File: src/rtl/random_sampler_pkg.sv
// Shared FSM encoding and constants for random_sampler and the Dyna-Q index samplers.
package random_sampler_pkg;

  typedef enum logic [1:0] {
    ST_IDLE = 2'd0,
    ST_DRAW = 2'd1,
    ST_RESP = 2'd2
  } state_t;

  localparam logic [31:0] DEFAULT_SEED_INIT = 32'h1ACE_B00C;
  // The PRNG locks up when every state bit is set.
  localparam logic        LOCKUP_FILL       = 1'b1;
  localparam int          STATS_W           = 16;

endpackage

File: src/rtl/random_sampler_if.sv
// Request/response handshake between a sampler client (master) and random_sampler (slave).
interface random_sampler_if #(
  parameter int RANGE_WIDTH = 8
);
  logic                   req_valid;
  logic                   req_ready;
  logic [RANGE_WIDTH-1:0] req_range;
  logic                   rsp_valid;
  logic                   rsp_ready;
  logic [RANGE_WIDTH-1:0] rsp_value;
  logic                   rsp_fallback;

  modport master (
    output req_valid, req_range, rsp_ready,
    input  req_ready, rsp_valid, rsp_value, rsp_fallback
  );

  modport slave (
    input  req_valid, req_range, rsp_ready,
    output req_ready, rsp_valid, rsp_value, rsp_fallback
  );
endinterface

File: src/rtl/range_mask.sv
// Combinational range-to-mask: smallest 2^k-1 covering N-1 (bit-smear of N-1).
module range_mask #(
  parameter int RANGE_WIDTH = 8
) (
  input  logic [RANGE_WIDTH-1:0] i_range,
  output logic [RANGE_WIDTH-1:0] o_mask
);
  logic [RANGE_WIDTH-1:0] w_limit;

  assign w_limit = i_range - RANGE_WIDTH'(1);

  // Bit gi is set when any bit at or above gi of N-1 is set.
  for (genvar gi = 0; gi < RANGE_WIDTH; gi++) begin : g_smear
    assign o_mask[gi] = |w_limit[RANGE_WIDTH-1:gi];
  end
endmodule

File: src/rtl/random_sampler.sv
// Bounded-random source: free-running PRNG plus rejection sampler over a valid/ready handshake.
// Optional SAMPLER_STATS_EN adds saturating response/fallback counters.
module random_sampler
  import random_sampler_pkg::*;
#(
  parameter int                     DATA_LENGTH  = 32,
  parameter int                     RANGE_WIDTH  = 8,
  parameter int                     MAX_TRIES    = 16,
  parameter logic [DATA_LENGTH-1:0] DEFAULT_SEED = DATA_LENGTH'(DEFAULT_SEED_INIT)
) (
  input  logic                   clk,
  input  logic                   rst,
  input  logic                   seed_load,
  input  logic [DATA_LENGTH-1:0] seed_in,
  output logic [DATA_LENGTH-1:0] state_out,
`ifdef SAMPLER_STATS_EN
  output logic [STATS_W-1:0]     rsp_count,
  output logic [STATS_W-1:0]     fallback_count,
`endif
  random_sampler_if.slave        bus
);
  localparam int                     TRIES_W  = (MAX_TRIES > 1) ? $clog2(MAX_TRIES) : 1;
  localparam logic [TRIES_W-1:0]     LAST_TRY = TRIES_W'(MAX_TRIES - 1);
  localparam logic [DATA_LENGTH-1:0] LOCKUP   = {DATA_LENGTH{LOCKUP_FILL}};
  localparam int                     HALF     = DATA_LENGTH / 2;

  logic [DATA_LENGTH-1:0] r_prng;
  state_t                 r_state, w_state_next;
  logic [RANGE_WIDTH-1:0] r_range, w_range_next;
  logic [RANGE_WIDTH-1:0] r_mask, w_mask_next;
  logic [RANGE_WIDTH-1:0] r_value, w_value_next;
  logic                   r_fallback, w_fallback_next;
  logic [TRIES_W-1:0]     r_tries, w_tries_next;
  logic [RANGE_WIDTH-1:0] w_mask;
  logic [RANGE_WIDTH-1:0] w_cand;

  range_mask #(.RANGE_WIDTH(RANGE_WIDTH)) u_range_mask (
    .i_range (bus.req_range),
    .o_mask  (w_mask)
  );

  always_ff @(posedge clk) begin
    if (rst) begin
      r_prng <= DEFAULT_SEED;
    end else if (seed_load) begin
      r_prng <= (seed_in == LOCKUP) ? DEFAULT_SEED : seed_in;
    end else begin
      r_prng <= {r_prng[DATA_LENGTH-2:0], ~^r_prng[DATA_LENGTH-1:HALF]};
    end
  end

  always_ff @(posedge clk) begin
    if (rst) begin
      r_state    <= ST_IDLE;
      r_range    <= '0;
      r_mask     <= '0;
      r_value    <= '0;
      r_fallback <= 1'b0;
      r_tries    <= '0;
    end else begin
      r_state    <= w_state_next;
      r_range    <= w_range_next;
      r_mask     <= w_mask_next;
      r_value    <= w_value_next;
      r_fallback <= w_fallback_next;
      r_tries    <= w_tries_next;
    end
  end

  always_comb begin
    w_state_next    = r_state;
    w_range_next    = r_range;
    w_mask_next     = r_mask;
    w_value_next    = r_value;
    w_fallback_next = r_fallback;
    w_tries_next    = r_tries;
    w_cand          = r_prng[RANGE_WIDTH-1:0] & r_mask;
    bus.req_ready   = 1'b0;
    bus.rsp_valid   = 1'b0;
    case (r_state)
      ST_IDLE: begin
        bus.req_ready = 1'b1;
        if (bus.req_valid) begin
          w_range_next = bus.req_range;
          w_mask_next  = w_mask;
          if (bus.req_range <= RANGE_WIDTH'(1)) begin
            w_value_next    = '0;
            w_fallback_next = 1'b0;
            w_state_next    = ST_RESP;
          end else begin
            w_state_next = ST_DRAW;
          end
        end
      end
      ST_DRAW: begin
        if (w_cand < r_range) begin
          w_value_next    = w_cand;
          w_fallback_next = 1'b0;
          w_state_next    = ST_RESP;
        end else if (r_tries == LAST_TRY) begin
          // mask < 2N, so a rejected candidate folds into [0, N) with one subtraction.
          w_value_next    = w_cand - r_range;
          w_fallback_next = 1'b1;
          w_state_next    = ST_RESP;
        end else begin
          w_tries_next = r_tries + TRIES_W'(1);
        end
      end
      ST_RESP: begin
        bus.rsp_valid = 1'b1;
        if (bus.rsp_ready) begin
          w_tries_next = '0;
          w_state_next = ST_IDLE;
        end
      end
      default: w_state_next = ST_IDLE;
    endcase
  end

  assign bus.rsp_value    = r_value;
  assign bus.rsp_fallback = r_fallback;
  assign state_out        = r_prng;

`ifdef SAMPLER_STATS_EN
  logic               w_handshake;
  logic [STATS_W-1:0] r_rsp_count;
  logic [STATS_W-1:0] r_fallback_count;

  assign w_handshake = (r_state == ST_RESP) && bus.rsp_ready;

  always_ff @(posedge clk) begin
    if (rst) begin
      r_rsp_count      <= '0;
      r_fallback_count <= '0;
    end else if (w_handshake) begin
      if (r_rsp_count != '1) r_rsp_count <= r_rsp_count + STATS_W'(1);
      if (r_fallback && (r_fallback_count != '1)) r_fallback_count <= r_fallback_count + STATS_W'(1);
    end
  end

  assign rsp_count      = r_rsp_count;
  assign fallback_count = r_fallback_count;
`endif
endmodule

File: src/flat_wrapper.sv
// flat-port wrapper written by rule: the top's interface ports become plain ports
module random_sampler_flat import random_sampler_pkg::*;
#(
  parameter int                     DATA_LENGTH  = 32,
  parameter int                     RANGE_WIDTH  = 8,
  parameter int                     MAX_TRIES    = 16,
  parameter logic [DATA_LENGTH-1:0] DEFAULT_SEED = DATA_LENGTH'(DEFAULT_SEED_INIT)
)
  (clk, rst, seed_load, seed_in, state_out, bus_req_valid, bus_req_range, bus_rsp_ready, bus_req_ready, bus_rsp_valid, bus_rsp_value, bus_rsp_fallback);
  random_sampler_if #(.RANGE_WIDTH(RANGE_WIDTH)) bus_i ();
  input  logic clk;
  input  logic rst;
  input  logic seed_load;
  input  logic [DATA_LENGTH-1:0] seed_in;
  output logic [DATA_LENGTH-1:0] state_out;
  input wire logic [$bits(bus_i.req_valid)-1:0] bus_req_valid;
  input wire logic [$bits(bus_i.req_range)-1:0] bus_req_range;
  input wire logic [$bits(bus_i.rsp_ready)-1:0] bus_rsp_ready;
  output wire logic [$bits(bus_i.req_ready)-1:0] bus_req_ready;
  output wire logic [$bits(bus_i.rsp_valid)-1:0] bus_rsp_valid;
  output wire logic [$bits(bus_i.rsp_value)-1:0] bus_rsp_value;
  output wire logic [$bits(bus_i.rsp_fallback)-1:0] bus_rsp_fallback;
  assign bus_i.req_valid = bus_req_valid;
  assign bus_i.req_range = bus_req_range;
  assign bus_i.rsp_ready = bus_rsp_ready;
  assign bus_req_ready = bus_i.req_ready;
  assign bus_rsp_valid = bus_i.rsp_valid;
  assign bus_rsp_value = bus_i.rsp_value;
  assign bus_rsp_fallback = bus_i.rsp_fallback;
  random_sampler #(.DATA_LENGTH(DATA_LENGTH), .RANGE_WIDTH(RANGE_WIDTH), .MAX_TRIES(MAX_TRIES), .DEFAULT_SEED(DEFAULT_SEED)) u_core (.clk(clk), .rst(rst), .seed_load(seed_load), .seed_in(seed_in), .state_out(state_out), .bus(bus_i));
endmodule
File: config.mk
export PLATFORM = sky130hd
export DESIGN_NAME = random_sampler_flat
export DESIGN_NICKNAME = d
export VERILOG_FILES = /design/src/rtl/random_sampler_pkg.sv /design/src/rtl/random_sampler_if.sv /design/src/rtl/range_mask.sv /design/src/rtl/random_sampler.sv /design/src/flat_wrapper.sv
export SDC_FILE = /design/constraint.sdc
export NUM_CORES = 1
export LEC_CHECK = 0
export CAP_MARGIN = 15
export CORE_MARGIN = 2
export CORE_UTILIZATION = 45
export DETAILED_ROUTE_END_ITERATION = 10
export PLACE_DENSITY = 0.79
export SLEW_MARGIN = 40
export SYNTH_ARGS = -nofsm -noshare
export SYNTH_HDL_FRONTEND = slang
export SYNTH_SLANG_ARGS = --single-unit
File: constraint.sdc
create_clock -name clk -period 5.93 [get_ports clk]
set_clock_uncertainty 0.2 [all_clocks]
set_input_delay 0.593 -clock clk [delete_from_list [all_inputs] [get_ports clk]]
set_output_delay 0.593 -clock clk [all_outputs]
set_load 0.02 [all_outputs]
### Yosys cells after proc, flatten, opt, wreduce, memory -nomap -nowiden

Cells that the tools add are included.

| operators by class | value |
|---|---|
| bitwise logic cells | 1 |
| $lt $le $gt $ge | 2 |
| $add $sub $neg | 3 |
| mux-type cells | 24 |
| eq/ne operators | 10 |
| $mul | 0 |
| div/mod/pow operators | 0 |
| reduce and logical (&&, ||, !) cells | 15 |
| shift-type cells | 0 |

Operators by type and width:

| kind | number |
|---|---|
| $mux W32 | 2 |
| $eq A32 B32 Y1 const B | 1 |
| $mux W8 | 4 |
| $pmux W8 S2 | 1 |
| $reduce_xnor A16 Y1 | 1 |
| $mux W4 | 3 |
| $mux W2 | 5 |
| $and A8 B8 Y8 | 1 |
| $le A8 B1 Y1 const B | 1 |
| $lt A8 B8 Y1 | 1 |
| $ne A2 B2 Y1 const B | 4 |
| $pmux W4 S2 | 1 |
| $reduce_and A4 Y1 | 2 |
| $reduce_or A8 Y1 | 1 |
| $sub A8 B1 Y8 const B | 1 |
| $sub A8 B8 Y8 | 1 |
| $reduce_or A7 Y1 | 1 |
| $mux W1 | 6 |
| $pmux W2 S3 | 1 |
| $reduce_or A6 Y1 | 1 |
| $reduce_or A5 Y1 | 1 |
| $add A4 B1 Y4 const B | 1 |
| $eq A4 B4 Y1 const B | 1 |
| $reduce_bool A2 Y1 | 2 |
| 11 further kinds | 11 |

| storage, ports and cells | value |
|---|---|
| bits in read-only memories | 0 |
| bits in registers | 63 |
| memory bits (writable) | 0 |
| memories | 0 |
| input bits | 45 |
| bits in latches | 0 |

### Logic depth before layout (Yosys ltp)

Gate-level depths: netlist (run 1).

| depth | value |
|---|---|
| depth in word-level cells | 5 |
| gate-level depth with buffers | 11 |
| depth with buffers taken out | 10 |

### Hierarchy

Synthesis (run 1) repeated with hierarchy kept, for this count alone.

| second synthesis, totals | value |
|---|---|
| cell total of the unflattened synthesis | 406 |
| area total of the unflattened synthesis | 3368.2 um^2 |

Modules (own cells, without submodules):

| module | instances | area an instance (um^2) | cells each |
|---|---|---|---|
| random_sampler | 1 | 3113.0 | 372 |
| range_mask | 1 | 255.2 | 34 |

### Worst setup path before layout (run 1)

Ideal clock, no wire load.

| timing | value |
|---|---|
| path type | input to register |
| from | in bus_req_range[1] |
| to | reg u_core.r_mask[0] |
| data required time | 5.597 ns |
| buffers on the path | 0 |
| stages on the path | 8 |
| arrival | 2.112 ns |
| setup time | 0.133 ns |
| slack | 3.485 ns |
| cells stage by stage | inv_1 ha_1 or3b_1 nor3_2 xor2_1 nor4_2 and3_4 a211oi_2 |

| between the ends | value |
|---|---|
| cells in the longest elaborated chain, start to end | 2 |

RTL lines:

| what | line | RTL |
|---|---|---|
| from (decl) | flat_wrapper.sv:17 | `input wire logic [$bits(bus_i.req_range)-1:0] bus_req_range;` |
| $sub A8 B1 Y8 | range_mask.sv:10 | `assign w_limit = i_range - RANGE_WIDTH'(1);` |
| $reduce_or A8 Y1 | range_mask.sv:14 | `assign o_mask[gi] = \|w_limit[RANGE_WIDTH-1:gi];` |
| to (signal assigned) | random_sampler.sv:63 | `r_mask <= w_mask_next;` |
| to (decl) | random_sampler.sv:30 | `logic [RANGE_WIDTH-1:0] r_mask, w_mask_next;` |

Every way passes these cells.
A chain may end at the register's enable or synchronous reset.

### Final worst setup path (run 1)

| timing | value |
|---|---|
| from | in bus_req_range[0] |
| to | reg u_core.r_mask[1] |

| between the ends | value |
|---|---|
| cells in the longest elaborated chain, start to end | 2 |

RTL lines:

| what | line |
|---|---|
| $sub A8 B1 Y8 | range_mask.sv:10 |
| $reduce_or A7 Y1 | range_mask.sv:14 |

Every way passes these cells.

==> reports/metrics.csv, run 1 <==
stage;metric;value;unit
run_status;status;complete, no violations;
detailed_routing;wire_per_inst;14.5;um
power_and_ir_drop;p_per_area;280;nW/um^2
timing;setup_viol;0;
placement;gp_congestion;0.830;
timing;layout_min_cycle_time;2.75;ns
yosys;synth_fa_ha_area_frac;0.0520;
worst_setup_path;cp_data_required_time;5.94;ns
clocking;hold_buffers;0;
yosys;synth-xor-area-share;0.0696;
power_and_ir_drop;p_leak;0.00168;uW
placement;port-buffer-count;87;
die;dieHeight;89.3;um
detailed_routing;postRouteAntennaNets;0;
yosys;synthCells;392;
yosys;synthSimpleGateAreaFrac;0.269;
die;die_area;7970;um^2
yosys;synth_mux_area_frac;0.00918;
die;core;7140;um^2
yosys;synth-compound-area-share;0.170;
detailed_routing;num_vias;3022;
worst_setup_path;worstSetupStartpoint;bus_req_range[0];
global_route;grt_most_used_layer;met2;
layout;antenna_cells;0;
power_and_ir_drop;ir_drop;0.130;mV
clocking;clock_latency;0.34;ns
clocking;cts_tree;built;
timing;clock.fmax;364;MHz
die;die_x;89.3;um
worst_setup_path;r2r_cells;10;
die;io_pins;88;
layout;area_growth;35.0;%
global_route;antenna_found_initial;0;
timing;drv_slew;0;
detailed_routing;route.detailed.drc;0;
yosys;yosys_warnings;0;
timing;setup_slack;3.18;ns
yosys;postSynthAreaPerCell;8.35;um^2
worst_setup_path;critPathMaxStageDelay;0.49;ns
worst_setup_path;r2r_start;u_core.state_out[0];
placement;place_ws;2.84;ns
clocking;clk_pin_slew;0.07;ns
yosys;synth_common_cells;dfxtp_1 (63), nor2_1 (47), nand2_1 (45);
job;max-cap-violations;0;
yosys;ys_async_sr_fraction;0;
die;rows;31;
clocking;cts-root-buf;clkbuf_8;
global_route;gr-usage-met1;0.261;
yosys;synth_edf_count;0;
worst_setup_path;critPathLaunchType;primary input;
worst_setup_path;cp.arrival;2.76;ns
hold_path;hp-class;register to register;
yosys;syn_nets;450;
placement;dp_hpwl;6.39;mm
layout;nFillCells;645;
clocking;postCtsSetupBuffers;0;
clocking;cts_buffers;9;
layout;drive_above_1_share;0.0752;
timing;period_share;0.464;
clocking;post_cts_resized;0;
hold_path;hp-start;u_core.r_mask[7];
global_route;globalRoute.totalOverflow;0;
yosys;ys_types;59;
yosys;yosysMostFrequentCell;dfxtp_1;
layout;final_nets;532;
detailed_routing;drt_first_pass_iters;4;
global_route;grt_pass1_vias;2996;
yosys;syn_area;3270;um^2
timing;tns;0;ns
yosys;synth_top_area_frac;0.385;
global_route;grt_usage;0.215;
yosys;ys_seq_area_frac;0.385;
timing;finalHoldViolations;0;
timing;worstMarginPinSlew;0.716;ns
die;initial_core_util;0.458;
global_route;grt_max_degree;35;
yosys;ys_ff_latch;63;
yosys;synth_area_leaders;dfxtp_1 (39%), a21oi_1 (5.5%), nor2_1 (5.4%);
global_route;grt_pass1_wl;13.3;mm
global_route;use_met3;0.0554;
yosys;ys.flop_type;dfxtp_1;
clocking;cts-htree-levels;3;
worst_setup_path;crit_fanout;5;
worst_setup_path;slowest_stage;clkdlybuf4s50_1;
clocking;cts.sinks;63;
worst_setup_path;path_cells;clkdlybuf4s50_1 > inv_1 > ha_1 > or3b_1 > nor3_2 > xor2_1 > nor4_2 > and3_4 > a211oi_2;
detailed_routing;drt_wl_total;8.37;mm
global_route;use_met2;0.378;
clocking;cts_buffer_depth;2;
yosys;synth_top_family_by_area;simple AND/OR/NAND/NOR gates;
yosys;synth_largest_area_cell;dfxtp_1;
worst_setup_path;cp-end-kind;register;
detailed_routing;drtIter0Drc;81;
worst_setup_path;worstSetupPathType;primary input to register;
timing;rsz0062_at_grt;no;
detailed_routing;routed_via_density;5.23;
hold_path;hold_depth;2;
timing;relSlewSlack;0.522;
[per-layer routing]
metal	part of all wire	wire length, um	vias to the layer above
li1	-	-	1514
met5	0	0	-
met2	0.49	4100	89
met4	0.0086	72	0
met1	0.44	3720	1409
met3	0.057	475	10
[cell usage in the layout, fill, tap and decap left out, types with 2 or more instances in the layout]
| master | netlist | routed |
|---|---|---|
| or4_1 | 2 | 2 |
| inv_1 | 16 | 16 |
| xnor2_1 | 19 | 19 |
| nor2_1 | 47 | 47 |
| o22ai_1 | 12 | 12 |
| nand2_1 | 45 | 45 |
| a211oi_1 | 5 | 5 |
| a21oi_1 | 36 | 36 |
| and2_1 | 7 | 7 |
| buf_4 | 0 | 2 |
| nor2b_1 | 19 | 19 |
| nor4_1 | 2 | 2 |
| nor3_1 | 8 | 8 |
| bufinv_16 | 0 | 2 |
| clkinv_2 | 0 | 3 |
| clkdlybuf4s50_1 | 0 | 87 |
| a211oi_2 | 3 | 3 |
| dfxtp_1 | 63 | 63 |
| or3_1 | 2 | 2 |
| nor3b_1 | 2 | 2 |
| ha_1 | 12 | 12 |
| mux2i_1 | 3 | 3 |
| nor3_2 | 2 | 2 |
| nand2b_1 | 5 | 5 |
| a31oi_1 | 2 | 2 |
| nand3_1 | 8 | 8 |
| nand4_1 | 9 | 9 |
| nor4_2 | 2 | 2 |
| o21ai_1 | 3 | 3 |
| clkbuf_8 | 1 | 10 |
| a22o_1 | 2 | 2 |
| o21ai_0 | 5 | 5 |
| xor2_1 | 7 | 7 |
[state kept, by name, indices dropped and copies added, names as in the netlist]
name and flops:
u_core.state_out 32, u_core.r_mask 8, u_core.bus.rsp_value 8, u_core.r_state 2, u_core.r_range 8, u_core.bus.rsp_fallback 1
u_core.r_tries 4
[path summary, 6_finish.rpt]
path	to	slack [ns]
setup reg to reg	u_core.bus.rsp_value[6]	3.24
hold / removal	u_core.r_mask[7]	0.25
setup / recovery	u_core.r_mask[1]	3.18
hold reg to reg	u_core.r_mask[7]	0.25
[area by class of cell]
type / instances / area, um^2 / share of cell area
Sequential cell: 63 / 1260 / 0.286
Multi-Input combinational cell: 295 / 1860 / 0.422
Clock inverter: 6 / 83.8 / 0.0190
Timing Repair Buffer: 89 / 886 / 0.201
Tap cell: 99 / 124 / 0.0280
Inverter: 16 / 60.1 / 0.0136
Clock buffer: 10 / 138 / 0.0312
[through the flow]
step	util	instances	hold slack (ns)	power, uW	instance area [um^2]
2_1_floorplan	-	392	0.232	712	3270
3_3_place_gp	0.588	562	0.243	825	4200
3_5_place_dp	0.588	562	0.244	833	4200
4_1_cts	0.619	578	0.254	1240	4420
5_1_grt	0.619	578	0.296	1300	4420
6_report	0.619	578	0.250	1240	4420
[cells by family after synthesis]
logic type	count (synthesis)
DFF	63
muxes	3
AOI/OAI and AO/OA	83
buffers and inverters	34
xor gates and xnor gates	26
adders and majority gates	13
and+or+nand+nor	170
[where the power goes]
part           total [uW]  internal [uW]  leakage (uW)  switching [uW]
sequential            482            457      0.000520            25.2
combinational         344            159       0.00104             186
clock                 410            246      0.000116             164
[critical path: cells and delay by family]
family          cells  cell delay (ns)
compound gates      1             0.07
xor+xnor            1             0.11
fa+ha+maj           1             0.20
buf+inv             2             0.58
simple gates        4             1.22
No activity file was read; power rests on OpenSTA's default activity.
==> run 2: changes to the inputs <==
--- a/config.mk
+++ b/config.mk
@@ -7,9 +7,9 @@
 export LEC_CHECK = 0
 export CAP_MARGIN = 15
 export CORE_MARGIN = 2
-export CORE_UTILIZATION = 45
+export CORE_UTILIZATION = 44
 export DETAILED_ROUTE_END_ITERATION = 10
-export PLACE_DENSITY = 0.79
+export PLACE_DENSITY = 0.81
 export SLEW_MARGIN = 40
 export SYNTH_ARGS = -nofsm -noshare
 export SYNTH_HDL_FRONTEND = slang
==> constraint.sdc (replaced) <==
create_clock -name clk -period 2.5 [get_ports clk]
set_clock_uncertainty 0.2 [all_clocks]
set_input_delay 0.25 -clock clk [delete_from_list [all_inputs] [get_ports clk]]
set_output_delay 0.25 -clock clk [all_outputs]
set_load 0.02 [all_outputs]
==> run 2 against run 1 <==
Net effect:
- combinational power rose to 2.7 times the previous value
- worst setup slack worse by 3.1 ns
- sequential cell count stayed put
- clock power increased by 100%
- sequential share of layout area down 1.2 points
- critical endpoint is now u_core.bus.rsp_value[7]
- sequential power up 140%
- die area up 2.2%
- non-clock buffer count up 25
- worst hold slack got worse by 0.087 ns
==> reports/metrics.csv, run 2 (synthesis results as in run 1) <==
stage;metric;value;unit;change
layout;final_nets;557;;was 532
clocking;cts_tree;built;;unchanged
placement;gp_congestion;0.830;;about the same
layout;fin_util;0.642;;was 0.619
timing;drv_slew;0;;unchanged
timing;layout_min_cycle_time;2.45;ns;
timing;tns;0;ns;unchanged
job;max-cap-violations;0;;unchanged
global_route;grt_pass1_vias;3182;;was 2996
clocking;cts-root-buf;clkbuf_8;;unchanged
worst_setup_path;crit_fanout;8;;was 5
worst_setup_path;critPathLaunchType;register;;was primary input
power_and_ir_drop;p_total;2890;uW;was 1240 uW
detailed_routing;num_vias;3262;;was 3022
global_route;grt_usage;0.224;;was 0.215
clocking;cts_buffers;9;;unchanged
layout;drive_above_1_share;0.157;;was 0.0752
layout;area_growth;41.5;%;was 35.0%
global_route;globalRoute.totalOverflow;0;;unchanged
detailed_routing;route.detailed.drc;0;;unchanged
timing;timing.hold.ws;0.163;ns;was 0.250 ns
clocking;clock_latency;0.35;ns;was 0.34 ns
power_and_ir_drop;p_per_area;624;nW/um^2;was 280 nW/um^2
run_status;status;complete, no violations;;unchanged
placement;place_ws;-0.0753;ns;was 2.84 ns
detailed_routing;wire_per_inst;15.4;um;was 14.5 um
layout;mostFrequentLayoutCells;clkdlybuf4s50_1 (86), dfxtp_1 (58), nor2_1 (46);;was clkdlybuf4s50_1 (87), dfxtp_1 (63), nor2_1 (47)
hold_path;hp-class;primary input to register;;was register to register
clocking;hold_buffers;0;;unchanged
die;dieHeight;90.2;um;was 89.3 um
worst_setup_path;worstSetupPathType;register to register;;was primary input to register
worst_setup_path;cp.arrival;2.49;ns;was 2.76 ns
timing;finalHoldViolations;0;;unchanged
layout;largest_reg_flops;32;;unchanged
die;die_x;90.2;um;was 89.3 um
global_route;antenna_found_initial;0;;unchanged
timing;setup_slack;0.0464;ns;was 3.18 ns
clocking;cts_buffer_depth;2;;unchanged
global_route;grt_max_degree;34;;was 35
placement;port-buffer-count;87;;unchanged
die;rows;31;;unchanged
timing;rsz0062_at_grt;yes;;was no
power_and_ir_drop;p_leak;0.00177;uW;was 0.00168 uW
detailed_routing;drt_wl_total;9.27;mm;was 8.37 mm
timing;setup_viol;0;;unchanged
detailed_routing;postRouteAntennaNets;0;;unchanged
power_and_ir_drop;ir_drop;0.329;mV;was 0.130 mV
clocking;cts-htree-levels;3;;unchanged
clocking;cts.sinks;63;;unchanged
die;core;7210;um^2;was 7140 um^2
worst_setup_path;cp-end-kind;register;;unchanged
die;initial_core_util;0.454;;was 0.458
die;io_pins;88;;unchanged
timing;clock.fmax;408;MHz;
layout;layout_commonest_cell;clkdlybuf4s50_1;;unchanged
placement;dp_hpwl;6.86;mm;was 6.39 mm
timing;period_share;0.981;;
detailed_routing;drtIter0Drc;198;;was 81
global_route;grt_pass1_wl;14.8;mm;was 13.3 mm
clocking;clk_pin_slew;0.08;ns;was 0.07 ns
worst_setup_path;cp_data_required_time;2.54;ns;was 5.94 ns
detailed_routing;routed_via_density;5.41;;was 5.23
worst_setup_path;r2r_slack;0.05;ns;was 3.24 ns
timing;relSlewSlack;0.513;;was 0.522
detailed_routing;drt_first_pass_iters;7;;was 4
die;die_area;8140;um^2;was 7970 um^2
layout;antenna_cells;0;;unchanged
timing;worstMarginPinSlew;0.731;ns;was 0.716 ns
## run 2: cell types whose count changed in the layout (fill, tap and decap cells not counted), moves of 2 or more
cell,delta
inv_1,-2
dfxtp_1,-5
buf_4,+24
dfxtp_2,+5
nand2_2,+2
clkinvlp_4,+2
clkinv_2,-2
ha_1,-4
inv_6,+3
nand2_1,-2
ha_2,+3
inv_2,+2
bufinv_16,-2
## run 2: cell type report
| cell class | instances | area, um^2 |
|---|---|---|
| clock buffers | 9 | 124 |
| clock inverters | 7 | 55.1 |
| fillers | 610 | 2580 |
| inverters | 16 | 60.1 |
| multi-input cells | 295 | 1930 |
| flip-flops and latches | 63 | 1270 |
| well taps | 99 | 124 |
| repair buffers | 114 | 1070 |
## run 2: worst paths after layout
path / from / endpoint / cells past startpoint
max: u_core.r_mask[0] / u_core.bus.rsp_value[7] / 10
min reg2reg: u_core.r_mask[7] / u_core.r_mask[7] / 2
max reg2reg: u_core.r_mask[0] / u_core.bus.rsp_value[7] / 10
min: rst / u_core.r_range[0] / 2
## run 2: power by group
part	leakage, uW	internal, uW	switching, uW
logic	0.00116	442	478
clock network	0.0000866	369	449
registers	0.000522	1090	62.6
total	0.00177	1900	990
## run 2: timing repair
item | CTS | global route
gates resized for setup | 1 | 22
endpoints found under the setup margin | 5 | 7
pin swaps | 3 | 11
setup buffers | 0 | 3
## run 2: routing by layer
metal | up-vias | wire length [um] | global-route usage
li1 | 1572 | - | -
met1 | 1560 | 3880 | 0.267
met2 | 115 | 4640 | 0.389
met3 | 15 | 550 | 0.0553
met4 | 0 | 196 | 0.0808
met5 | - | 0 | 0
## run 2: critical path: stages (launching register included)
cell	delay, ns
dfxtp_2	0.33
nand2_2	0.09
ha_4	0.13
inv_2	0.03
fa_2	0.37
a211oi_4	0.28
or3_4	0.22
a21oi_4	0.08
o21ai_4	0.27
nor3b_2	0.08
a211o_1	0.28
## run 2: stage by stage
step	area, um^2	cells
2_1_floorplan	3270	392
3_3_place_gp	4360	584
3_5_place_dp	4360	584
4_1_cts	4540	600
5_1_grt	4630	603
6_report	4630	603
